==> config.mk <==
export PLATFORM = sky130hd
export DESIGN_NAME = decoder3_8_seq_flat
export DESIGN_NICKNAME = d
export VERILOG_FILES = /design/src/rtl/decoder3_8_seq_if.sv /design/src/rtl/decoder3_8_seq.sv /design/src/flat_wrapper.sv
export SDC_FILE = /design/constraint.sdc
export NUM_CORES = 1
export LEC_CHECK = 0
export ABC_AREA = 1
export CORE_UTILIZATION = 62
export CTS_BUF_LIST = sky130_fd_sc_hd__clkbuf_8
export DETAILED_ROUTE_END_ITERATION = 8
export HOLD_SLACK_MARGIN = 0.02
export MAX_ROUTING_LAYER = met4
export PLACE_DENSITY_LB_ADDON = 0.3
export SLEW_MARGIN = 10
export SYNTH_ARGS = -nofsm -noshare
export SYNTH_HDL_FRONTEND = slang
export SYNTH_SLANG_ARGS = --single-unit
==> constraint.sdc <==
create_clock -name clk -period 5.1 [get_ports clk]
set_input_delay 0.765 -clock clk [delete_from_list [all_inputs] [get_ports clk]]
set_output_delay 0.765 -clock clk [all_outputs]
set_load 0.05 [all_outputs]
==> src/rtl/decoder3_8_seq_if.sv <==
// decoder3_8_seq_if: code handshake in, registered one-hot strobe out.
interface decoder3_8_seq_if #(parameter int N = 3);
    logic           in_valid;
    logic           in_ready;
    logic [N-1:0]   in_code;
    logic           en;
    logic [2**N-1:0] y;
    logic           y_valid;
    logic           busy;
    modport master (output in_valid, in_code, en, input in_ready, y, y_valid, busy);
    modport slave  (input in_valid, in_code, en, output in_ready, y, y_valid, busy);
endinterface

==> src/rtl/decoder3_8_seq.sv <==
// decoder3_8_seq: queued binary codes emitted as HOLD-cycle one-hot pulses spaced by GAP zero cycles.
module decoder3_8_seq #(
    parameter int N     = 3,
    parameter int HOLD  = 4,
    parameter int GAP   = 1,
    parameter int DEPTH = 4
) (
    input logic clk,
    input logic rst,
    decoder3_8_seq_if.slave bus
);
    localparam int W  = 2**N;
    localparam int AW = $clog2(DEPTH);
    localparam int HW = $clog2(HOLD) + 1;
    localparam int GW = $clog2(GAP + 1) + 1;
    typedef enum logic [1:0] {S_IDLE, S_DRIVE, S_GAP} state_t;
    state_t        state, state_n;
    logic [N-1:0]  mem [DEPTH];
    logic [AW-1:0] wp, rp;
    logic [AW:0]   count;
    logic [HW-1:0] hcnt, hcnt_n;
    logic [GW-1:0] gcnt, gcnt_n;
    logic [W-1:0]  y, y_n;
    logic          y_valid, push, can_pop, load;
    assign bus.in_ready = count != (AW+1)'(DEPTH);
    assign push         = bus.in_valid & bus.in_ready;
    assign can_pop      = (count != '0) & bus.en;
    assign bus.y        = y;
    assign bus.y_valid  = y_valid;
    assign bus.busy     = (state != S_IDLE) | (count != '0);
    always_comb begin
        state_n = state;
        y_n     = y;
        hcnt_n  = hcnt;
        gcnt_n  = gcnt;
        load    = 1'b0;
        case (state)
            S_IDLE: load = can_pop;
            S_DRIVE: begin
                if (hcnt != '0) begin
                    hcnt_n = hcnt - 1'b1;
                end else if (GAP > 0) begin
                    y_n     = '0;
                    gcnt_n  = GW'(GAP - 1);
                    state_n = S_GAP;
                end else if (can_pop) begin
                    load = 1'b1;
                end else begin
                    y_n     = '0;
                    state_n = S_IDLE;
                end
            end
            S_GAP: begin
                if (gcnt != '0) gcnt_n = gcnt - 1'b1;
                else if (can_pop) load = 1'b1;
                else state_n = S_IDLE;
            end
            default: state_n = S_IDLE;
        endcase
        // A load overrides whatever the current state decided.
        if (load) begin
            y_n     = W'(1) << mem[rp];
            hcnt_n  = HW'(HOLD - 1);
            state_n = S_DRIVE;
        end
    end
    always_ff @(posedge clk) begin
        if (rst) begin
            state   <= S_IDLE;
            y       <= '0;
            y_valid <= 1'b0;
            hcnt    <= '0;
            gcnt    <= '0;
            wp      <= '0;
            rp      <= '0;
            count   <= '0;
        end else begin
            state   <= state_n;
            y       <= y_n;
            y_valid <= y_n != '0;
            hcnt    <= hcnt_n;
            gcnt    <= gcnt_n;
            wp      <= wp + AW'(push);
            rp      <= rp + AW'(load);
            count   <= count + (AW+1)'(push) - (AW+1)'(load);
        end
    end
    always_ff @(posedge clk) begin
        if (push) mem[wp] <= bus.in_code;
    end
endmodule

==> src/flat_wrapper.sv <==
// flat-port wrapper written by rule: the top's interface ports become plain ports
module decoder3_8_seq_flat 
#(
    parameter int N     = 3,
    parameter int HOLD  = 4,
    parameter int GAP   = 1,
    parameter int DEPTH = 4
)
  (clk, rst, bus_in_valid, bus_in_code, bus_en, bus_in_ready, bus_y, bus_y_valid, bus_busy);
  decoder3_8_seq_if #(.N(N)) bus_i ();
  input logic clk;
  input logic rst;
  input wire logic [$bits(bus_i.in_valid)-1:0] bus_in_valid;
  input wire logic [$bits(bus_i.in_code)-1:0] bus_in_code;
  input wire logic [$bits(bus_i.en)-1:0] bus_en;
  output wire logic [$bits(bus_i.in_ready)-1:0] bus_in_ready;
  output wire logic [$bits(bus_i.y)-1:0] bus_y;
  output wire logic [$bits(bus_i.y_valid)-1:0] bus_y_valid;
  output wire logic [$bits(bus_i.busy)-1:0] bus_busy;
  assign bus_i.in_valid = bus_in_valid;
  assign bus_i.in_code = bus_in_code;
  assign bus_i.en = bus_en;
  assign bus_in_ready = bus_i.in_ready;
  assign bus_y = bus_i.y;
  assign bus_y_valid = bus_i.y_valid;
  assign bus_busy = bus_i.busy;
  decoder3_8_seq #(.N(N), .HOLD(HOLD), .GAP(GAP), .DEPTH(DEPTH)) u_core (.clk(clk), .rst(rst), .bus(bus_i));
endmodule
==> metrics.md, run 1 <==
| Metric | Value |
|---|---|
| First-pass DRT Iterations | 4 |
| First-pass GRT wire length | 5000 um |
| Die H | 53.7 um |
| Crit path max-delay cell type | clkdlybuf4s50_1 |
| I/O Buffers | 17 |
| Die X | 53.7 um |
| Nets | 241 |
| Slew margin rel. | 0.502 |
| Commonest non-fill, non-tap cell in the layout | nand2_1 |
| Sequential fraction of the synthesis area | 0.495 |
| Largest net degree at the start of global routing | 20 |
| Clock skew | 6.83 ps |
| Fin worst setup slack | 2460 ps |
| Compound-gate portion of the synthesized area | 0.0520 |
| Crit path depth | 11 |
| Vias | 1353 |
| Slowest stage delay, CP | 490 ps |
| Post-synthesis adder-cell area fraction | 0.0649 |
| Hold path depth | 1 |
| Fillers | 186 |
| RSZ-0062 raised after global routing | no |
| Critical Path Start Type | input port |
| Synth Flop Type | dfxtp_1 |
| Post-CTS Setup Bufs | 0 |
| Main combinational cell family by area after synthesis | simple AND/OR/NAND/NOR gates |
| Crit path kind | input port to flop |
| Total length of routed wires | 3250 um |
| Placer Congestion | 0.788 |
| Reg clk slew, reported paths | 70 ps |
| CP max FO | 13 |
| Routed WL per cell | 12.6 um |
| Grt total ovfl | 0 |
| Antenna viol nets, final | 0 |
| Final Hold Viols | 0 |
| Post-synth cell types | 21 |
| Core Rows | 18 |
| CTS Sinks | 35 |
| Clock Latency Late Sink | 290 ps |
| Commonest non-fill, non-tap cells in the layout | 61 x nand2_1, 29 x inv_1, 24 x nor2_1 |
| Ys async rst share | 0 |
| CTS buffer count | 5 |
| Syn nets | 221 |
| Top cell by count, worst path | inv_1 |
| Worst Path Buf+Inv | 5 |
| Crit-path cells | clkdlybuf4s50_1 > nand3_2 > inv_1 > ha_1 > inv_1 > ha_1 > inv_1 > fa_1 > inv_1 > o21ai_0 > a21oi_1 |
| Root Buffer | clkbuf_8 |
| Worst setup EP type | flop |
| Vias in the first global route | 1217 |
| Hold Path Class | flop to flop |
| Initial Util | 0.664 |
| CTS tree | yes |
| Slew Viols, Final | 0 |
| DPL Wire Length | 2380 um |
| Final setup fails | 0 |
| Cell Area, Synth | 0.00166 mm^2 |
| Outcome | complete, no violations |
| CTS max path bufs | 2 |
| Total Routing Usage GR | 0.268 |
| Synth Instances | 206 |
| H-tree levels | 2 |
| Max IR drop VDD | 406 uV |
| Simple-gate share of the synthesized area | 0.285 |
| XOR/XNOR Fraction of Synth Area | 0.0158 |
| Share of layout cells above drive strength 1 | 0.0441 |
| Required @ worst endpoint | 5330 ps |
| EDFF count, synth | 12 |
| Hold buffers post-CTS | 0 |
| 1st-iter DRT viols | 39 |
| Arrival time of the worst setup path | 2870 ps |
| Pwr per Cell Area | 520 mW/mm^2 |
| Total die area | 0.00289 mm^2 |
| Placement Cell Area | 0.00182 mm^2 |
| Cts repair resizes | 0 |
| Vias per cell | 5.26 |
| Mean Syn Cell Area | 8.05 um^2 |
| TNS Setup | 0 ps |
| Worst-margin pin slew | 745 ps |
| Final Cell Area | 0.00190 mm^2 |
| Tmin final | 2640 ps |
| I/O pin count | 18 |
| DRC Markers | 0 |
| Final Cycle Share | 0.517 |
| Area Growth Syn to Fin | 14.7% |
| Reg2reg path depth | 14 |
| FMAX | 379 MHz |
| Yosys warns | 0 |
| Multiplexer area fraction after synthesis | 0 |
| Max_cap viols | 0 |
| Core region area | 0.00250 mm^2 |
| CP delay by family, top | buffers and inverters |
| Worst slack, placed | 2170 ps |
| Initial antenna violation count | 0 |
| Leakage | 0.886 nW |
| Antenna cells | 0 |
| Yosys reg bits | 35 |
-- area by class of cell --
class,instances,area [um^2],area share
flip-flops and latches,35,821,0.431
multi-input cells,140,693,0.364
repair buffers,17,170,0.0894
inverters,27,101,0.0533
clock buffers,5,68.8,0.0362
well taps,30,37.5,0.0197
clock inverters,3,11.3,0.00592
-- where the power goes --
group / switching (mW) / internal (mW) / total, mW / leakage [nW]
clock: 0.0959 / 0.0909 / 0.187 / 0.0519
combinational: 0.284 / 0.142 / 0.427 / 0.536
sequential: 0.0360 / 0.339 / 0.375 / 0.298
total: 0.416 / 0.573 / 0.989 / 0.886
-- flip-flops by register name (all words and copies together) (netlist names) --
name and count:
u_core.mem 12, u_core.bus.y 8, u_core.count 3, u_core.hcnt 3, u_core.gcnt 2, u_core.rp 2
u_core.state 2, u_core.wp 2, u_core.bus.y_valid 1
-- metrics by stage --
step	std cells	hold WS (ps)	total power, mW	util
2_1_floorplan	206	403	0.702	-
3_3_place_gp	249	413	0.775	0.729
3_5_place_dp	249	437	0.802	0.729
4_1_cts	257	446	0.988	0.761
5_1_grt	257	465	1.05	0.761
6_report	257	446	0.989	0.761
-- Yosys cell counts, types with 2 or more instances --
master,n,share of area
xnor2_1,3,0.016
ha_1,7,0.053
a21oi_1,14,0.042
inv_1,26,0.059
nand3_1,16,0.048
o21ai_0,2,0.0060
nand2_1,61,0.14
nor3_1,5,0.015
buf_6,2,0.014
nand3b_1,2,0.0090
nand2_2,2,0.0075
dfxtp_1,23,0.28
nor2_1,24,0.054
edfxtp_1,12,0.22
-- kinds of logic (layout without fill, tap and decap cells) --
family                     count (synthesis)  count (layout)
buffers and inverters                     31              52
and+or+nand+nor                          112             112
xor gates and xnor gates                   3               3
AOI/OAI and AO/OA                         17              17
adders and majority gates                  8               8
DFF                                       35              35
-- worst paths after layout --
kind,start,endpoint,slack (ps)
max,bus_en,u_core.count[2],2460
min,u_core.gcnt[0],u_core.gcnt[0],450
max reg2reg,u_core.gcnt[0],u_core.count[2],2640
min reg2reg,u_core.gcnt[0],u_core.gcnt[0],450
-- per-layer routing --
| metal | up-vias | GRT usage | wire length, um |
|---|---|---|---|
| met5 | - | - | 0 |
| met4 | 0 | 0.171 | 68 |
| met3 | 7 | 0.0734 | 137 |
| met2 | 41 | 0.438 | 1650 |
| met1 | 612 | 0.282 | 1390 |
| li1 | 693 | - | - |
Power figures use the tool's default switching activity.
==> run 2, diff against run 1 <==
--- a/config.mk
+++ b/config.mk
@@ -6,7 +6,7 @@
 export NUM_CORES = 1
 export LEC_CHECK = 0
 export ABC_AREA = 1
-export CORE_UTILIZATION = 62
+export CORE_UTILIZATION = 58
 export CTS_BUF_LIST = sky130_fd_sc_hd__clkbuf_8
 export DETAILED_ROUTE_END_ITERATION = 8
 export HOLD_SLACK_MARGIN = 0.02
==> constraint.sdc (replaced) <==
create_clock -name clk -period 2.48 [get_ports clk]
set_input_delay 0.372 -clock clk [delete_from_list [all_inputs] [get_ports clk]]
set_output_delay 0.372 -clock clk [all_outputs]
set_load 0.05 [all_outputs]
==> run 2 against run 1 <==
Wire length down 2.7%. Total power up 110%. Register-to-register slack worse by 2300 ps. Critical endpoint is now bus_busy. Via count up 2.4%. Setup slack worse by 2200 ps. Die area up 6.6%. Sequential share of layout area down 0.61 points. Non-clock buffer count up 2. Clock power up 120%.
==> metrics.md, run 2 (synthesis results as in run 1) <==
| Metric | Value |
|---|---|
| Outcome | complete, no violations |
| Placer Congestion | 0.779 (-1.1%) |
| Worst setup EP type | output port |
| Area of the multi-input gates | 693 um^2 (unchanged) |
| TNS Setup | 0 ps (unchanged) |
| Antenna cells | 0 (unchanged) |
| Crit path kind | flop to output port |
| FMAX | 456 MHz |
| R2R Setup Slk | 360 ps (-2280 ps) |
| Tmin final | 2190 ps |
| Grt total ovfl | 0 (unchanged) |
| Share of layout cells above drive strength 1 | 0.0611 (+0.0171) |
| Worst-margin pin slew | 547 ps (-198 ps) |
| Largest register FFs | 12 (unchanged) |
| Routed WL per cell | 12.1 um (-3.9%) |
| Critical Path Start Type | flop |
| Root Buffer | clkbuf_8 |
| Clock skew | 4.66 ps (-2.16 ps) |
| Core region area | 0.00273 mm^2 (+9.4%) |
| Max IR drop VDD | 764 uV (+88%) |
| DRC Markers | 0 (unchanged) |
| Die H | 55.5 um (+3.3%) |
| Area Growth Syn to Fin | 16.4% |
| DPL Wire Length | 2350 um (-0.96%) |
| Core Rows | 19 (+1) |
| Antenna viol nets, final | 0 (unchanged) |
| Cts repair resizes | 0 (unchanged) |
| Total Routing Usage GR | 0.237 (-0.0310) |
| Fillers | 213 (+15%) |
| I/O Buffers | 17 (unchanged) |
| Vias per cell | 5.33 (+1.2%) |
| 1st-iter DRT viols | 69 (+77%) |
| Initial Util | 0.607 (-0.0568) |
| Slew Viols, Final | 0 (unchanged) |
| Vias in the first global route | 1323 (+8.7%) |
| Commonest non-fill, non-tap cell in the layout | nand2_1 |
| Hold Path Class | flop to flop |
| Required @ worst endpoint | 2110 ps (-3220 ps) |
| CP max FO | 3 (-10) |
| Vias | 1385 (+2.4%) |
| Initial antenna violation count | 0 (unchanged) |
| Slew margin rel. | 0.633 (+0.131) |
| Commonest non-fill, non-tap cells in the layout | 61 x nand2_1, 27 x inv_1, 24 x nor2_1 |
| Total die area | 0.00308 mm^2 (+6.6%) |
| Final Hold Viols | 0 (unchanged) |
| Hold buffers post-CTS | 0 (unchanged) |
| Reg clk slew, reported paths | 70 ps (about the same) |
| CTS max path bufs | 2 (unchanged) |
| Clock Latency Late Sink | 290 ps (about the same) |
| Max_cap viols | 0 (unchanged) |
| Min-delay src | u_core.gcnt[0] |
| CTS buffer count | 5 (unchanged) |
| Final Util | 0.706 (-0.0551) |
| Arrival time of the worst setup path | 1820 ps (-1050 ps) |
| Register Area | 821 um^2 (unchanged) |
| Largest registers | u_core.mem x12, u_core.bus.y x8 |
| Nets | 243 (+0.83%) |
| Largest net degree at the start of global routing | 13 (-35%) |
| Leakage | 0.895 nW (+1.1%) |
| First-pass GRT wire length | 5400 um (+8.0%) |
| Die X | 55.5 um (+3.3%) |
| H-tree levels | 2 (unchanged) |
| CTS tree | yes |
| Pwr per Cell Area | 1070 mW/mm^2 (+110%) |
| Final Cycle Share | 0.884 |
| Final setup fails | 0 (unchanged) |
| Worst reg2reg startpoint | u_core.gcnt[0] |
| CTS Sinks | 35 (unchanged) |
| I/O pin count | 18 (unchanged) |
| Post-CTS Setup Bufs | 0 (unchanged) |
| RSZ-0062 raised after global routing | no |
| Total length of routed wires | 3160 um (-2.7%) |
| Launch point of the worst path | u_core.count[1] |
| First-pass DRT Iterations | 4 (unchanged) |
| Register with the most flip-flops | u_core.mem |
==> run 2: changes by cell type in the layout (fill, tap and decap cells not counted) <==
cell,change
buf_4,+2
clkbuf_8,+1
clkinv_2,+1
inv_1,-2
==> run 2: layout make-up <==
class | count | area share
Clock buffer | 6 | 0.0428
Timing Repair Buffer | 19 | 0.0959
Sequential cell | 35 | 0.425
Inverter | 27 | 0.0525
Multi-Input combinational cell | 140 | 0.359
Clock inverter | 2 | 0.00454
Tap cell | 31 | 0.0201
==> run 2: through the flow <==
step	cells	instance area [um^2]	total power, mW	hold WS (ps)	worst slack (ps)
after CTS	260	1930	2.07	441	269
after floorplan	206	1660	1.44	403	295
after global routing	260	1930	2.23	470	187
after global placement	252	1840	1.61	410	292
final	260	1930	2.06	436	288
after detailed placement	252	1840	1.65	431	201
==> run 2: path summary, 6_finish.rpt <==
check,endpoint,cells past startpoint
setup / recovery,bus_busy,4
hold / removal,u_core.gcnt[0],1
setup reg to reg,u_core.count[2],14
hold reg to reg,u_core.gcnt[0],1
==> run 2: power by group <==
group          total, mW  internal (mW)  leakage [nW]  switching, mW
registers          0.769          0.698         0.298         0.0716
logic              0.874          0.300         0.545          0.574
clock network      0.417          0.220        0.0524          0.197
==> run 2: critical path, stage by stage, from the launching register on <==
cell	delay (ps)
dfxtp_1	390
inv_1	70
nand3b_1	140
nand3b_1	130
clkdlybuf4s50_1	800
==> run 2: per-layer routing <==
layer,share of wire,global-route usage
met2,0.52,0.411
met1,0.40,0.241
met3,0.057,0.0539
met4,0.025,0.143
met5,0,-
